File: config.mk
export PLATFORM = sky130hd
export DESIGN_NAME = seq_signed_divider
export DESIGN_NICKNAME = d
export VERILOG_FILES = /design/src/rtl/seq_signed_divider.sv
export SDC_FILE = /design/constraint.sdc
export NUM_CORES = 1
export LEC_CHECK = 0
export BUFFER_PORTS_ARGS = -buffer_cell sky130_fd_sc_hd__buf_2
export CAP_MARGIN = 20
export CORE_MARGIN = 5
export CORE_UTILIZATION = 45
export DETAILED_ROUTE_END_ITERATION = 6
export PLACE_DENSITY_LB_ADDON = 0.1
export SYNTH_ARGS = -nofsm -noshare
export SYNTH_HDL_FRONTEND = slang
export SYNTH_SLANG_ARGS = --single-unit
File: constraint.sdc
create_clock -name clock -period 10.1 [get_ports clock]
set_input_delay 1.515 -clock clock [delete_from_list [all_inputs] [get_ports clock]]
set_output_delay 1.515 -clock clock [all_outputs]
set_load 0.005 [all_outputs]
File: src/rtl/seq_signed_divider.sv
`default_nettype none
// ============================================================================
// Module   : seq_signed_divider
// Purpose  : Multicycle signed divider for the DIV instruction. Uses radix-2
//            restoring division on operand magnitudes, one quotient bit per
//            cycle, followed by a single sign-fix cycle. A zero divisor skips
//            the iteration and raises div_zero for the exception path.
// Ports    : clock, reset       - clock and synchronous active-high reset
//            start              - request, sampled only while idle
//            dividend           - signed numerator (register A)
//            divisor_in         - signed denominator (register B)
//            quotient           - signed quotient, truncated toward zero (LO)
//            remainder          - signed remainder, sign of dividend (HI)
//            busy               - operation in progress
//            done               - one-cycle completion pulse
//            div_zero           - divide-by-zero flag, held until next start
// Revision : 1.0 - initial release
// ============================================================================
module seq_signed_divider #(
  parameter int WIDTH = 32
) (
  input  logic             clock,
  input  logic             reset,
  input  logic             start,
  input  logic [WIDTH-1:0] dividend,
  input  logic [WIDTH-1:0] divisor_in,
  output logic [WIDTH-1:0] quotient,
  output logic [WIDTH-1:0] remainder,
  output logic             busy,
  output logic             done,
  output logic             div_zero
);

  localparam int CW = $clog2(WIDTH + 1);

  typedef enum logic [1:0] {
    S_IDLE = 2'd0,
    S_RUN  = 2'd1,
    S_FIX  = 2'd2,
    S_ZERO = 2'd3
  } state_t;

  state_t           state_q, state_d;
  logic [CW-1:0]    cnt_q, cnt_d;
  logic [WIDTH-1:0] rem_q, rem_d;         // partial remainder (magnitude)
  logic [WIDTH-1:0] quo_q, quo_d;         // dividend shifts out, quotient shifts in
  logic [WIDTH-1:0] dvs_q, dvs_d;         // divisor magnitude
  logic             qneg_q, qneg_d;       // quotient must be negated
  logic             rneg_q, rneg_d;       // remainder must be negated
  logic [WIDTH-1:0] quotient_q, quotient_d;
  logic [WIDTH-1:0] remainder_q, remainder_d;
  logic             done_q, done_d;
  logic             div_zero_q, div_zero_d;

  // One extra bit so a magnitude of 2^(WIDTH-1) and the shifted-in bit fit;
  // trial[WIDTH] set means the subtraction went negative.
  logic [WIDTH:0]   shifted;
  logic [WIDTH:0]   trial;

  always_comb begin
    state_d     = state_q;
    cnt_d       = cnt_q;
    rem_d       = rem_q;
    quo_d       = quo_q;
    dvs_d       = dvs_q;
    qneg_d      = qneg_q;
    rneg_d      = rneg_q;
    quotient_d  = quotient_q;
    remainder_d = remainder_q;
    done_d      = 1'b0;
    div_zero_d  = div_zero_q;
    shifted     = {rem_q, quo_q[WIDTH-1]};
    trial       = shifted - {1'b0, dvs_q};

    case (state_q)
      S_IDLE: begin
        if (start) begin
          div_zero_d = 1'b0;
          if (divisor_in != '0) begin
            // Negating the most negative value wraps to itself, which is
            // the correct unsigned magnitude.
            quo_d   = dividend[WIDTH-1]   ? -dividend   : dividend;
            dvs_d   = divisor_in[WIDTH-1] ? -divisor_in : divisor_in;
            qneg_d  = dividend[WIDTH-1] ^ divisor_in[WIDTH-1];
            rneg_d  = dividend[WIDTH-1];
            rem_d   = '0;
            cnt_d   = CW'(WIDTH);
            state_d = S_RUN;
          end else begin
            state_d = S_ZERO;
          end
        end
      end
      S_RUN: begin
        quo_d = {quo_q[WIDTH-2:0], ~trial[WIDTH]};
        rem_d = trial[WIDTH] ? shifted[WIDTH-1:0] : trial[WIDTH-1:0];
        cnt_d = cnt_q - CW'(1);
        if (cnt_q == CW'(1)) begin
          state_d = S_FIX;
        end
      end
      S_FIX: begin
        quotient_d  = qneg_q ? -quo_q : quo_q;
        remainder_d = rneg_q ? -rem_q : rem_q;
        done_d      = 1'b1;
        state_d     = S_IDLE;
      end
      S_ZERO: begin
        div_zero_d = 1'b1;
        done_d     = 1'b1;
        state_d    = S_IDLE;
      end
      default: begin
        state_d = S_IDLE;
      end
    endcase
  end

  always_ff @(posedge clock) begin
    if (reset) begin
      state_q     <= S_IDLE;
      cnt_q       <= '0;
      rem_q       <= '0;
      quo_q       <= '0;
      dvs_q       <= '0;
      qneg_q      <= 1'b0;
      rneg_q      <= 1'b0;
      quotient_q  <= '0;
      remainder_q <= '0;
      done_q      <= 1'b0;
      div_zero_q  <= 1'b0;
    end else begin
      state_q     <= state_d;
      cnt_q       <= cnt_d;
      rem_q       <= rem_d;
      quo_q       <= quo_d;
      dvs_q       <= dvs_d;
      qneg_q      <= qneg_d;
      rneg_q      <= rneg_d;
      quotient_q  <= quotient_d;
      remainder_q <= remainder_d;
      done_q      <= done_d;
      div_zero_q  <= div_zero_d;
    end
  end

  assign quotient  = quotient_q;
  assign remainder = remainder_q;
  assign busy      = (state_q == S_RUN) || (state_q == S_FIX);
  assign done      = done_q;
  assign div_zero  = div_zero_q;

endmodule
`default_nettype wire

# --- Yosys cells after proc, flatten, opt, wreduce, memory -nomap -nowiden ---
# Index checks and enable logic that the tools add are counted.
classes:
  add_sub_neg: 6
  n_eq_ne: 7
  muxes: 21
  bitwise: 2
  reduce_logical: 10
ops:
  columns: ["op", "n"]
  rows:
  - ["$mux W32", 9]
  - ["$neg A32 Y32", 4]
  - ["$pmux W32 S2", 2]
  - ["$sub A33 B32 Y33", 1]
  - ["$reduce_bool A32 Y1", 1]
  - ["$mux W6", 2]
  - ["$pmux W6 S2", 1]
  - ["$eq A6 B1 Y1 const B", 1]
  - ["$mux W2", 3]
  - ["$ne A2 B2 Y1 const B", 3]
  - ["$pmux W2 S3", 1]
  - ["$reduce_and A3 Y1", 2]
  - ["$sub A6 B1 Y6 const B", 1]
  - ["$eq A2 B2 Y1 const B", 2]
  - ["$reduce_and A2 Y1", 2]
  - ["$reduce_bool A2 Y1", 2]
  - ["$eq A2 B1 Y1 const B", 1]
  - ["$logic_not A2 Y1", 1]
  - ["$mux W1", 2]
  - ["$pmux W1 S2", 1]
  - ["$reduce_or A2 Y1", 1]
  - ["$logic_or A1 B1 Y1", 1]
  - ["$not A1 Y1", 1]
  - ["$xor A1 B1 Y1", 1]
totals:
  reg_bits: 172
  input_bits: 67
  out_inout_bits: 67
  word_cells: 57

# --- Logic depth before layout (Yosys ltp) ---
# Gate-level depths: netlist (run 1).
logic_depth:
  word_depth: 5
  depth_mapped: 13
  depth_no_buf: 12

# --- Worst setup path before layout (run 1) ---
# No wires, ideal clock.
synth_timing:
  kind: "input to register"
  start: "in divisor_in[13]"
  end: "reg rem_q[25]"
  setup_ns: 0.117
  arrival_time_ns: 4.111
  required_ns: 9.983
  path_slack_ns: 5.873
  path_stages: 9
  n_path_buf: 1
  cell_sequence: "or4_1 > or4_1 > or3_1 > or4_4 > nand2_1 > a211oi_2 > buf_2 > a32oi_1 > nand2_1"
synth_via:
  elab_chain_len: 3
synth_lines:
  columns: ["item", "line_no", "source"]
  rows:
  - ["start, declared", "26", "input logic [WIDTH-1:0] divisor_in,"]
  - ["$reduce_bool A32 Y1", "79", "if (divisor_in != '0) begin"]
  - ["$ne A2 B2 Y1 (no source line)", null, null]
  - ["$reduce_and A3 Y1 (no source line)", null, null]
  - ["end signal, assigned", "135", "rem_q <= rem_d;"]
  - ["end, declared", "45", "logic [WIDTH-1:0] rem_q, rem_d;"]
# No other way between the ends.
# A chain may end at the register's enable or synchronous reset.

# --- Final worst setup path (run 1) ---
layout_timing:
  start: "in divisor_in[13]"
  end: "reg rem_q[3]"
# Same word-level chain as after synthesis.

==> metrics.md, run 1 <==
| Metric | Value |
|---|---|
| Clock Sinks | roughly 170 |
| Worst-Margin Slew | 1030 ps |
| Max Fclk | ~200 MHz |
| Final Total Pwr | 2.76 mW |
| Worst path arrival time | around 5300 ps |
| Largest incremental delay on the critical path | 590 ps |
| RSZ-0062 raised after global routing | no |
| Root buffer cell | clkbuf_16 |
| Final Non-Filler Cells | 1785 |
| Synth Instances | roughly 1.4k |
| Post-synthesis sequential area ratio | between 30% and 40% |
| CP Data Required Time | around 10000 ps |
| Largest net degree at the start of global routing | between 100 and 150 |
| Worst setup EP type | flip-flop |
| Netlist cell types | 63 |
| Clk_lat worst skew | 430 ps |
| Hold_buf cts | 0 |
| Post-synth EDFFs | 0 |
| Final hold vios | 0 |
| Die area | around 27000 um2 |
| Initial antenna violation count | 0 |
| Worst hold margin | ~460 ps |
| Post-CTS setup buffers | 0 |
| Syn Area/Cell | approximately 7.8 um2 |
| Placeable Area | roughly 24000 um2 |
| Yosys warns | 0 |
| Average wire per standard cell | roughly 16 um |
| Crit path max fanout | 48 |
| # fillers | about 2.4k |
| Slew HR | 31.3% |
| Pwr dens | roughly 230 nW/um2 |
| Area after DPL | 11600 um2 |
| Share of layout cells above drive strength 1 | 13.8% |
| All-Layer GR Usage | between 20% and 30% |
| LEAKAGE | approximately 4.9 nW |
| Netlist Area Pre-Place | roughly 11000 um2 |
| Remaining global-route overflow | 0 |
| Clk buf depth | 2 |
| DRC | 0 |
| Via/cell ratio | roughly 5.4 |
| Post-detail-place hpwl | 20500 um |
| CP startpoint kind | primary input |
| Via Count | 9668 |
| Leading post-synthesis cells by cell area | dfxtp_1, xor2_1, a211oi_1, nand2_1, ha_1 |
| # rows | between 50 and 60 |
| Final setup viols | 0 |
| Final setup TNS | 0 ps |
| Layout net count | 1563 |
| Ys flop type | dfxtp_1 |
| Asr flop ratio synth | 0% |
| # port buffers | 133 |
| Num CTS Buffers | 17 |
| Area leader, netlist | dfxtp_1 |
| Post-route ant nets | 0 |
| Placed Cells | 1753 |
| CTS tree | yes |
| Die Y | around 160 um |
| Routed WL | around 28000 um |
| GPL Wtd Cong | around 0.91 |
| Vias in the first global route | 8852 |
| Design area | approximately 12000 um2 |
| Crit-path cells | buf_2 > or4_1 > or4_1 > or3_1 > or4_4 > nand3_2 > o21ai_2 > buf_4 > nor2_2 > buf_4 > nand2_1 > o311ai_0 |
| H-tree depth | 4 |
| Share of Yosys cell area claimed by the top area cell type | about a third |
| Crit path kind | primary input to flip-flop |
| DR pass1 iterations | 5 |
| Final Max Tran Viols | 0 |
| VDD IR max | roughly 0.16 mV |
| Clk_skew | between 10 and 15 ps |
| I/O pin total | roughly 130 |
| Area Growth Syn to Fin | 13.2% |
| First-pass GRT wire length | approximately 45000 um |
| #FFs+latches synth | around 170 |
| Die W | roughly 160 um |
| Initial Util | 45.7% |
| Min cycle time layout | a little under 5000 ps |
| Cell with the most instances after synthesis | nand2_1 |
| Cts repair resizes | 0 |
| Clock-pin slew on the worst setup and hold paths | 70 ps |
| Hold Crit Class | flip-flop to flip-flop |
| Commonest cells post-synth | nand2_1, dfxtp_1, nor2_1 |
| Status | completed |
| Inserted Diodes | 0 |
| Max cap viols | 0 |
| Period utilization | 48.9% |
| Syn Nets | roughly 1.5k |
| Slowest cell on the critical path | or4_1 |
| DR iter-0 viols | about 660 |
[placed cells by master (no fill, tap or decap), types with 20 or more instances in the layout]
| master | netlist | routed |
|---|---|---|
| buf_2 | 9 | 132 |
| inv_1 | 53 | 53 |
| a211oi_1 | 92 | 92 |
| o31ai_1 | 38 | 38 |
| ha_1 | 42 | 41 |
| o211ai_1 | 20 | 20 |
| nor2_1 | 129 | 129 |
| a21oi_1 | 74 | 74 |
| dfxtp_1 | 172 | 172 |
| xor2_1 | 102 | 101 |
| nand3_1 | 58 | 58 |
| o21ai_0 | 76 | 76 |
| xnor2_1 | 51 | 51 |
| nand2_1 | 174 | 174 |
[worst paths after layout]
kind,slack [ps],endpoint,cells past startpoint,startpoint
worst min register to register,460,dvs_q[10],2,dvs_q[10]
worst min-delay path,460,dvs_q[10],2,dvs_q[10]
worst max register to register,6360,rem_q[22],11,rem_q[0]
worst max-delay path,5160,rem_q[3],12,divisor_in[13]
[registers in the layout (all words and copies together) (netlist names)]
register	cells
div_zero	1
cnt_q	6
state_q	2
remainder	32
dvs_q	32
quotient	32
qneg_q	1
done	1
rem_q	32
rneg_q	1
quo_q	32
[power by group]
part,internal [mW],total [mW],switching (mW)
clock,0.393,0.688,0.295
sequential,0.841,0.959,0.117
combinational,0.445,1.11,0.668
total,1.68,2.76,1.08
[stage by stage]
| stage | setup WS (ps) | util (%) |
|---|---|---|
| 2_1_floorplan | 5870 | - |
| 3_3_place_gp | 4770 | 49.2 |
| 3_5_place_dp | 4710 | 49.2 |
| 4_1_cts | 5150 | 51.8 |
| 5_1_grt | 4880 | 51.8 |
| 6_report | 5160 | 51.8 |
[critical path: cells and delay by family]
family	cells	cell delay [ps]
AOI/OAI and AO/OA	2	190
buffers and inverters	3	740
and+or+nand+nor	7	2780
[cells by family (layout without fill, tap and decap cells)]
kind of cell,count (synthesis),count (layout),share of synthesized area [%]
buffers and inverters,139,231,5.37
AOI/OAI and AO/OA,391,391,24.5
DFF,172,172,32.0
xor gates and xnor gates,153,153,12.4
adders and majority gates,43,43,5.07
muxes,6,6,0.558
and+or+nand+nor,470,470,20.1
[final cells by class]
| type | instances | area (um2) | share of cell area [%] |
|---|---|---|---|
| sequential | 172 | 3440 | 28.2 |
| clock inverter | 15 | 185 | 1.52 |
| timing repair buffer | 146 | 766 | 6.28 |
| tap | 319 | 399 | 3.27 |
| inverter | 53 | 199 | 1.63 |
| multi-input combinational | 1063 | 6770 | 55.6 |
| clock buffer | 17 | 425 | 3.49 |
[per-layer routing]
layer	routed length [um]	global-route usage, %	up-vias	part of all wire (%)
met3	1400	3.29	23	5.0
li1	-	-	5093	-
met2	11400	29.5	223	41
met1	14700	31.3	4329	53
met4	321	4.73	0	1.2
met5	0	0	-	0
Note: power is estimated with default switching activity, not from simulation.
==> inputs of run 2 (changes only) <==
--- a/config.mk
+++ b/config.mk
@@ -5,6 +5,7 @@
 export SDC_FILE = /design/constraint.sdc
 export NUM_CORES = 1
 export LEC_CHECK = 0
+export ABC_AREA = 1
 export BUFFER_PORTS_ARGS = -buffer_cell sky130_fd_sc_hd__buf_2
 export CAP_MARGIN = 20
 export CORE_MARGIN = 5
==> constraint.sdc (replaced) <==
create_clock -name clock -period 5 [get_ports clock]
set_input_delay 0.75 -clock clock [delete_from_list [all_inputs] [get_ports clock]]
set_output_delay 0.75 -clock clock [all_outputs]
set_load 0.005 [all_outputs]
==> run 2 against run 1 <==
Final area is 17% higher. Wire length grew 45%. Via count up 40%. Die area increased by 18%. Register-to-register slack worse by 4400 ps. Cell count grew 46%. Sequential cell count did not move. Synthesized cell count grew 55%. Power is 150% higher. Global-route usage is 4.9 points higher. Sequential power is 130% higher. Clock skew increased by 0.90 ps. Critical endpoint is now cnt_q[4].
==> metrics.md, run 2 <==
| Metric | Value |
|---|---|
| Status | completed |
| Remaining global-route overflow | 0 |
| Clk_lat worst skew | approximately 440 ps |
| Mux contribution to synthesized area | 0% |
| Routed WL | between 40000 and 50000 um |
| RSZ-0062 raised after global routing | no |
| Initial Util | a little under half |
| Crit-path cells | inv_1 > ha_1 > buf_4 > inv_1 > nand2_1 > nand3_2 > buf_4 > nor2_1 > a21oi_1 > nor2_1 |
| Slowest cell on the critical path | inv_1 |
| Final setup TNS | 0 ps |
| Min cycle time layout | 3080 ps |
| Area Growth Syn to Fin | 11.1% |
| Max cap viols | 0 |
| Die area | between 30000 and 40000 um2 |
| Max Fclk | approximately 320 MHz |
| Leading post-synthesis cells by cell area | dfxtp_1, nand2_1, inv_1, a21oi_1, nand3_1 |
| Period utilization | between 60% and 70% |
| Post-Synth XOR/XNOR Area | 5.31% |
| Netlist Area Pre-Place | between 10000 and 15000 um2 |
| Commonest cells post-synth | nand2_1, inv_1, nor2_1 |
| Synth Area in Adders | 4.24% |
| Area leader, netlist | dfxtp_1 |
| Pwr dens | 478 nW/um2 |
| Post-detail-place hpwl | approximately 32000 um |
| Vias in the first global route | around 12k |
| CTS tree | yes |
| Compound-Gate Fraction of Synth Area | 16.8% |
| Share of layout cells above drive strength 1 | roughly a tenth |
| LEAKAGE | 7.42 nW |
| RR Startpoint | state_q[1] |
| Share of Yosys cell area claimed by the top area cell type | between 20% and 30% |
| Syn Area/Cell | between 6 and 7 um2 |
| Yosys warns | 0 |
| CP Data Required Time | 5340 ps |
| Largest net degree at the start of global routing | 70 |
| Initial antenna violation count | 0 |
| Netlist cell types | 46 |
| Crit path kind | flip-flop to flip-flop |
| Syn Nets | around 2.2k |
| Num CTS Buffers | 17 |
| Die Y | 179 um |
| All-Layer GR Usage | ~25% |
| Final setup viols | 0 |
| Root buffer cell | clkbuf_16 |
| Die W | roughly 180 um |
| CP startpoint | state_q[1] |
| Cts repair resizes | 0 |
| Largest family of logic cells by synthesized area | simple AND/OR/NAND/NOR gates |
| Synth Instances | around 2.1k |
| Placeable Area | approximately 28000 um2 |
| Final Util | about half |
| Slew HR | 30.4% |
| CP startpoint kind | flip-flop |
| GPL Wtd Cong | between 0.9 and 1 |
| Post-route ant nets | 0 |
| DR iter-0 viols | about 1.1k |
| Hold Crit Start | quotient[24] |
| Cell with the most instances after synthesis | nand2_1 |
| Bufs and invs on worst path | 4 |
| Average wire per standard cell | approximately 15 um |
| Worst setup EP type | flip-flop |
| First-pass GRT wire length | ~65000 um |
| Final Max Tran Viols | 0 |
| Largest incremental delay on the critical path | 810 ps |
| Asr flop ratio synth | 0% |
| Via/cell ratio | roughly 5.2 |
| Clock Sinks | roughly 170 |
| H-tree depth | 4 |
| Post-synthesis sequential area ratio | around 27% |
| # fillers | around 3.0k |
| Simple-Gate Fraction of Synth Area | between 30% and 40% |
| Hold Crit Class | flip-flop to flip-flop |
| Via Count | about 14k |
| Ys flop type | dfxtp_1 |
| Clk_skew | roughly 14 ps |
| DR pass1 iterations | 6 |
| I/O pin total | roughly 130 |
| Crit path max fanout | around 70 |
| Final hold vios | 0 |
| Inserted Diodes | 0 |
| Most frequent cells in the layout | nand2_1, inv_1, nor2_1 |
| Clock-pin slew on the worst setup and hold paths | ~70 ps |
| Hold_buf cts | 0 |
| Layout net count | 2319 |
| VDD IR max | roughly 0.71 mV |
| Worst path arrival time | about 3400 ps |
| Final Total Pwr | 6.83 mW |
| Post-synth EDFFs | 0 |
| Post-CTS setup buffers | 0 |
| DRC | 0 |
| # rows | 61 |
| #FFs+latches synth | about 170 |
| Commonest non-fill, non-tap cell in the layout | nand2_1 |
| # port buffers | ~130 |
| Worst-Margin Slew | between 1000 and 1500 ps |
| Top cell family by delay on the critical path | buffers and inverters |
| Clk buf depth | 2 |
[run 2: changes by cell type after synthesis, sizes merged, moves of 73 or more]
cell	delta
a211oi	-91
a21oi	+97
inv	+297
nand2	+380
nand3	+101
nor2	+80
o21ai	+73
[run 2: per-stage QoR]
| step | std cells | worst slack (ps) | area, um2 | hold WS (ps) |
|---|---|---|---|---|
| after detailed placement | 2567 | 1380 | 13700 | 460 |
| after global placement | 2567 | 1510 | 13700 | 461 |
| final | 2600 | 1920 | 14300 | 484 |
| after CTS | 2599 | 1840 | 14300 | 481 |
| after floorplan | 2131 | 2760 | 12900 | 433 |
| after global routing | 2600 | 1670 | 14300 | 500 |
[run 2: final timing paths]
path                            cells after the start      endpoint  slack, ps
worst max register to register                     10      cnt_q[4]       1920
worst max-delay path                               10      cnt_q[4]       1920
worst min-delay path                                2  quotient[24]        480
worst min register to register                      2  quotient[24]        480
[run 2: worst register-to-register path, delay by kind of cell, from the launching register on]
family,cells,cell delay (ps)
DFF,1,410
buffers and inverters,4,1720
and+or+nand+nor,4,520
AOI/OAI and AO/OA,1,160
adders and majority gates,1,180
[run 2: cell type report]
type / instances / area, um2 / share of cell area, %
clock inverter: 15 / 150 / 1.05
sequential: 172 / 3440 / 24.1
inverter: 351 / 1320 / 9.22
timing repair buffer: 140 / 738 / 5.17
multi-input combinational: 1527 / 7740 / 54.2
tap: 378 / 473 / 3.31
clock buffer: 17 / 425 / 2.98
[run 2: metal layers]
layer / wire length (um) / GRT usage [%]
met1: 18800 / 34.6
met2: 18700 / 41.8
met3: 1780 / 2.64
met4: 1030 / 7.77
met5: 0 / 0
[run 2: cell families (layout without fill, tap and decap cells)]
logic type	after synthesis	count (layout)
flops	172	172
xor+xnor	78	78
fa+ha+maj	43	43
simple gates	1014	1014
compound gates	392	392
buf+inv	432	523
[run 2: power by group]
part           internal (mW)  switching [mW]  leakage [nW]
combinational           1.11            2.25          5.73
clock                  0.664           0.637         0.278
sequential              1.79           0.379          1.41
